[src/rtl/pipe_pkg.sv]
// Shared encodings and defaults for the pipeline sequencing controller.
// Holds Tuse/Tnew codes, MDU latencies and the MDU tracker state type.
package pipe_pkg;

    localparam logic [1:0] TUSE_0    = 2'd0;
    localparam logic [1:0] TUSE_1    = 2'd1;
    localparam logic [1:0] TUSE_2    = 2'd2;
    localparam logic [1:0] TUSE_NONE = 2'd3;

    localparam logic [1:0] TNEW_0 = 2'd0;
    localparam logic [1:0] TNEW_1 = 2'd1;
    localparam logic [1:0] TNEW_2 = 2'd2;
    localparam logic [1:0] TNEW_3 = 2'd3;

    localparam int MULT_CYCLES_DEF = 5;
    localparam int DIV_CYCLES_DEF  = 10;
    localparam int CNT_W_DEF       = 4;

    typedef enum logic {
        IDLE = 1'b0,
        BUSY = 1'b1
    } md_state_e;

    // A producer blocks a consumer when its value arrives after the consumer needs it.
    // Tuse of 3 never loses against a Tnew, so unused operands never stall.
    function automatic logic raw_hazard(
        input logic [4:0] src,
        input logic [1:0] tuse,
        input logic [4:0] wr,
        input logic [1:0] tnew,
        input logic       we
    );
        return (src != 5'd0) && we && (wr == src) && (tnew > tuse);
    endfunction

endpackage

[src/rtl/mdu_busy_tracker.sv]
// Multiply/divide busy window tracker: IDLE/BUSY FSM with a down-counter.
// md_done marks the last busy cycle, at whose end HI/LO are written.
module mdu_busy_tracker
    import pipe_pkg::*;
#(
    parameter int MULT_CYCLES = MULT_CYCLES_DEF,
    parameter int DIV_CYCLES  = DIV_CYCLES_DEF,
    parameter int CNT_W       = CNT_W_DEF
) (
    input  logic             clk,
    input  logic             reset,
    input  logic             md_start,
    input  logic             md_is_div,
    input  logic             req,
    output logic             md_busy,
    output logic [CNT_W-1:0] md_cnt,
    output logic             md_done
);

    localparam logic [CNT_W-1:0] MULT_LD = CNT_W'(MULT_CYCLES);
    localparam logic [CNT_W-1:0] DIV_LD  = CNT_W'(DIV_CYCLES);
    localparam logic [CNT_W-1:0] ONE     = CNT_W'(1);

    md_state_e        state;
    md_state_e        state_n;
    logic [CNT_W-1:0] cnt;
    logic [CNT_W-1:0] cnt_n;

    always_ff @(posedge clk or negedge reset) begin
        if (!reset) begin
            state <= IDLE;
            cnt   <= '0;
        end else begin
            state <= state_n;
            cnt   <= cnt_n;
        end
    end

    // A start alongside req belongs to an instruction younger than the
    // excepting one, so it never launches; req cannot abort a running op.
    always_comb begin
        state_n = state;
        cnt_n   = cnt;
        unique case (state)
            IDLE: begin
                if (md_start && !req) begin
                    state_n = BUSY;
                    cnt_n   = md_is_div ? DIV_LD : MULT_LD;
                end
            end
            BUSY: begin
                if (cnt == ONE) begin
                    state_n = IDLE;
                    cnt_n   = '0;
                end else begin
                    cnt_n = cnt - ONE;
                end
            end
            default: begin
                state_n = IDLE;
                cnt_n   = '0;
            end
        endcase
    end

    assign md_busy = (state == BUSY);
    assign md_cnt  = cnt;
    assign md_done = (state == BUSY) && (cnt == ONE);

endmodule

[src/rtl/pipe_hazard_ctrl.sv]
// Stall/flush controller for the five-stage MIPS pipeline.
// Combines RAW, MDU and ERET hazards; a CP0 request overrides all stalls.
module pipe_hazard_ctrl
    import pipe_pkg::*;
#(
    parameter int MULT_CYCLES = MULT_CYCLES_DEF,
    parameter int DIV_CYCLES  = DIV_CYCLES_DEF,
    parameter int CNT_W       = CNT_W_DEF
) (
    input  logic             clk,
    input  logic             reset,
    input  logic [4:0]       rs_D,
    input  logic [4:0]       rt_D,
    input  logic [1:0]       tuse_rs_D,
    input  logic [1:0]       tuse_rt_D,
    input  logic [4:0]       WR_E,
    input  logic [4:0]       WR_M,
    input  logic [1:0]       tnew_E,
    input  logic [1:0]       tnew_M,
    input  logic             RegWrite_E,
    input  logic             RegWrite_M,
    input  logic             md_use_D,
    input  logic             md_start_E,
    input  logic             md_is_div_E,
    input  logic             eret_D,
    input  logic             w_cp0_epc_E,
    input  logic             w_cp0_epc_M,
    input  logic             req,
    output logic             stall_F,
    output logic             stall_D,
    output logic             flush_E,
    output logic             md_busy,
    output logic [CNT_W-1:0] md_cnt,
    output logic             md_done
);

    logic stall_rs;
    logic stall_rt;
    logic stall_md;
    logic stall_eret;
    logic stall;

    mdu_busy_tracker #(
        .MULT_CYCLES (MULT_CYCLES),
        .DIV_CYCLES  (DIV_CYCLES),
        .CNT_W       (CNT_W)
    ) u_mdu (
        .clk       (clk),
        .reset     (reset),
        .md_start  (md_start_E),
        .md_is_div (md_is_div_E),
        .req       (req),
        .md_busy   (md_busy),
        .md_cnt    (md_cnt),
        .md_done   (md_done)
    );

    assign stall_rs =
        raw_hazard(rs_D, tuse_rs_D, WR_E, tnew_E, RegWrite_E) ||
        raw_hazard(rs_D, tuse_rs_D, WR_M, tnew_M, RegWrite_M);

    assign stall_rt =
        raw_hazard(rt_D, tuse_rt_D, WR_E, tnew_E, RegWrite_E) ||
        raw_hazard(rt_D, tuse_rt_D, WR_M, tnew_M, RegWrite_M);

    // A start in E counts as busy so a back-to-back HI/LO user waits too.
    assign stall_md   = md_use_D && (md_busy || md_start_E);
    assign stall_eret = eret_D && (w_cp0_epc_E || w_cp0_epc_M);

    assign stall = stall_rs || stall_rt || stall_md || stall_eret;

    assign stall_F = stall && !req;
    assign stall_D = stall && !req;
    assign flush_E = stall && !req;

endmodule

[config.mk]
export PLATFORM = sky130hd
export DESIGN_NAME = pipe_hazard_ctrl
export DESIGN_NICKNAME = d
export VERILOG_FILES = /design/src/rtl/pipe_pkg.sv /design/src/rtl/mdu_busy_tracker.sv /design/src/rtl/pipe_hazard_ctrl.sv
export SDC_FILE = /design/constraint.sdc
export NUM_CORES = 1
export LEC_CHECK = 0
export BUFFER_PORTS_ARGS = -buffer_cell sky130_fd_sc_hd__buf_2
export CAP_MARGIN = 0
export CORE_MARGIN = 1
export CORE_UTILIZATION = 35
export CTS_CLUSTER_DIAMETER = 120
export DETAILED_ROUTE_END_ITERATION = 16
export GPL_TIMING_DRIVEN = 0
export HOLD_SLACK_MARGIN = 0.05
export PLACE_DENSITY = 0.67
export SLEW_MARGIN = 15
export SYNTH_ARGS = -nofsm -noshare
export SYNTH_HDL_FRONTEND = slang
export SYNTH_SLANG_ARGS = --single-unit
[constraint.sdc]
create_clock -name clk -period 2.6 [get_ports clk]
set_input_delay 0.26 -clock clk [delete_from_list [all_inputs] [get_ports clk]]
set_output_delay 0.26 -clock clk [all_outputs]
set_load 0.01 [all_outputs]
==> results.toml <==
[outcome]
outcome = "finished, final reports clean"

[power]
total_power_w = 0.000609
leakagePower_nw = 0.538
peakVddDrop_mv = 0.271
p_per_area_nw_per_um2 = 560

[timing]
period_minus_slack_ns = 2.13
fin_setup_tns_ns = 0
rsz0062_at_grt = "false"
tightest_slew_ns = 0.408
slew_violations = 0
finalSetupViolCount = 0
setup_slack_ns = 0.466
finClkSkew_ns = 0.00404
maxSlewHeadroom_pct = 72.4
fmax_mhz = 469
finalHoldViolations = 0
finalCritPeriodShare_pct = 82.1

[drt]
wl_per_cell_um = 10.6
firstDrtPassIters = 4
ant_nets = 0
vias = 887
vias_per_cell = 4.93
drcViolationCount = 0
wl_mm = 1.91
drtIter0Drc = 7

[place]
hpwlAfterDp_mm = 1.67
dp.cells = 175
portBuffers = 47
place.gp.congestion = 0.818
place_ws_ns = 0.488

[synth]
yosysSeqAreaShare_pct = 16.0
synth_area_per_cell_um2 = 7.73
synth_area_leaders = "xnor2_1, dfrtp_1, ha_1"
synth_flop_cell = "dfrtp_1"
yosysTopAreaCellShare_pct = 16.8
syn-cell-area_um2 = 781
async_reset_ff_share_pct = 100
synth.most_common_cell = "xnor2_1"
synth_top_area_cell = "xnor2_1"
synthCells = 101
synth_cell_types = 29
synth-edff-count = 0
syn_nets = 150
synth_commonest_cells = "xnor2_1, ha_1, inv_1"
yosysWarnings = 0
ys_ff_latch = 5

[clock_tree]
h-tree-depth = 1
worstSkewPairLatency_ns = 0.25
cts_root_buf = "clkbuf_4"
clkTransAtPathRegs_ns = 0.05
clock-sinks = 5
cts_tree = "built"
cts_resized = 0
clk_path_buf_depth = 2
tritoncts.num_buffers = 3

[critical_path]
worst_setup_path_start_kind = "input port"
crit_fanout = 3
startpoint = "tuse_rt_D[1]"
end_kind = "output port"
criticalPathCategory = "input port to output port"
rr_startpoint = "u_mdu.md_busy"
required_ns = 2.34
crit_arrival_ns = 1.87

[layout]
nFillCells = 201
final_nets = 203
area_delta_synth_final_pct = 39.1
final_util_pct = 53.7
register_area_um2 = 125
drive_above_1_share_pct = 34.6
stdcell_count = 180
antennaDiodeCount = 0
multi_input_area_um2 = 599

[global_routing]
grt_pass1_wl_mm = 3.26
grt_use_total_pct = 17.2
grt_max_degree = 11
grt_pass1_vias = 833
antenna_found_initial = 0
overflow = 0

[floorplanning]
die-area_um2 = 2420
rows = 16
dieHeight_um = 49.2
start_util_pct = 38.6
pin_count = 48
core-area_um2 = 2020
die_w_um = 49.2

[hold_path]
hold_start = "md_is_div_E"
hold_class = "input port to flip-flop"

[job]
cap_viol_max_count = 0
flip-flops by register name, summed over array words and instances (netlist names):
signal and flops:
u_mdu.md_cnt 4, u_mdu.md_busy 1
report_power, final:
| group | leakage, nW | internal (W) | switching [W] |
|---|---|---|---|
| logic | 0.465 | 0.000169 | 0.000184 |
| clock network | 0.0150 | 0.0000583 | 0.0000360 |
| registers | 0.0583 | 0.000119 | 0.0000420 |
| total | 0.538 | 0.000346 | 0.000262 |
path summary, 6_finish.rpt:
check	to	slack, ns	cells after the start
max reg2reg	u_mdu.md_busy	1.35	3
min reg2reg	u_mdu.md_cnt[3]	0.54	2
min	u_mdu.md_cnt[2]	0.27	2
max	stall_F	0.47	10
min in group asynchronous	u_mdu.md_cnt[3]	0.35	2
max in group asynchronous	u_mdu.md_cnt[1]	2.11	2
worst max-delay path: stages:
cell      delay (ns)
buf_2           0.07
inv_1           0.06
ha_1            0.31
nand2_1         0.08
nand3_1         0.08
nor3_2          0.12
a41oi_1         0.17
o311ai_1        0.44
buf_4           0.18
buf_2           0.12
area by class of cell:
type,instances,share of cell area (%)
multi-input cells,83,55.2
inverters,10,3.46
well taps,27,3.11
flip-flops and latches,5,11.5
repair buffers,48,22.6
plain buffers,3,1.73
clock buffers,4,2.42
timing repair:
item / CTS / global route
endpoints found under the hold margin: 5 / 0
hold buffers: 1 / 0
setup buffers: 0 / 0
placed cells by master (no fill, tap or decap), types with 2 or more instances in the layout:
cell      Yosys  layout
o21ai_0       6       6
inv_1        10      10
clkbuf_1      1       2
xnor2_1      15      15
nand2_1       5       5
buf_4         2       2
nor2_1        8       8
nor2b_1       2       2
buf_2         0      47
nand3_1       6       6
clkbuf_4      0       3
nor3_1        2       2
xor2_1        5       5
a21oi_1       6       6
nand2b_1      2       2
dfrtp_1       5       5
nor4_1        3       3
ha_1         10      10
per-stage QoR:
stage          cell area (µm²)  hold slack (ns)
2_1_floorplan              781          -0.0356
3_3_place_gp              1050           0.0783
3_5_place_dp              1050           0.0802
4_1_cts                   1090            0.277
5_1_grt                   1090            0.299
6_report                  1090            0.272
cells by family after synthesis:
kind of cell / share of synthesized area [%]
multiplexers: 1.28
flip-flops: 16.0
AND/OR/NAND/NOR: 23.1
adder cells (fa/ha/maj): 16.0
XOR/XNOR: 22.4
buffers and inverters: 7.21
AO/OA/AOI/OAI: 13.9
routing by layer:
layer  up-vias  part of all wire, %  wire length [µm]  global-route usage (%)
met4         0                  2.1                40                    8.82
met1       397                   43               814                    18.3
met3         5                  5.2               100                    1.87
met2        33                   50               955                    32.6
met5         -                    0                 0                       0
li1        452                    -                 -                       -
(Power assumes the default switching activity.)
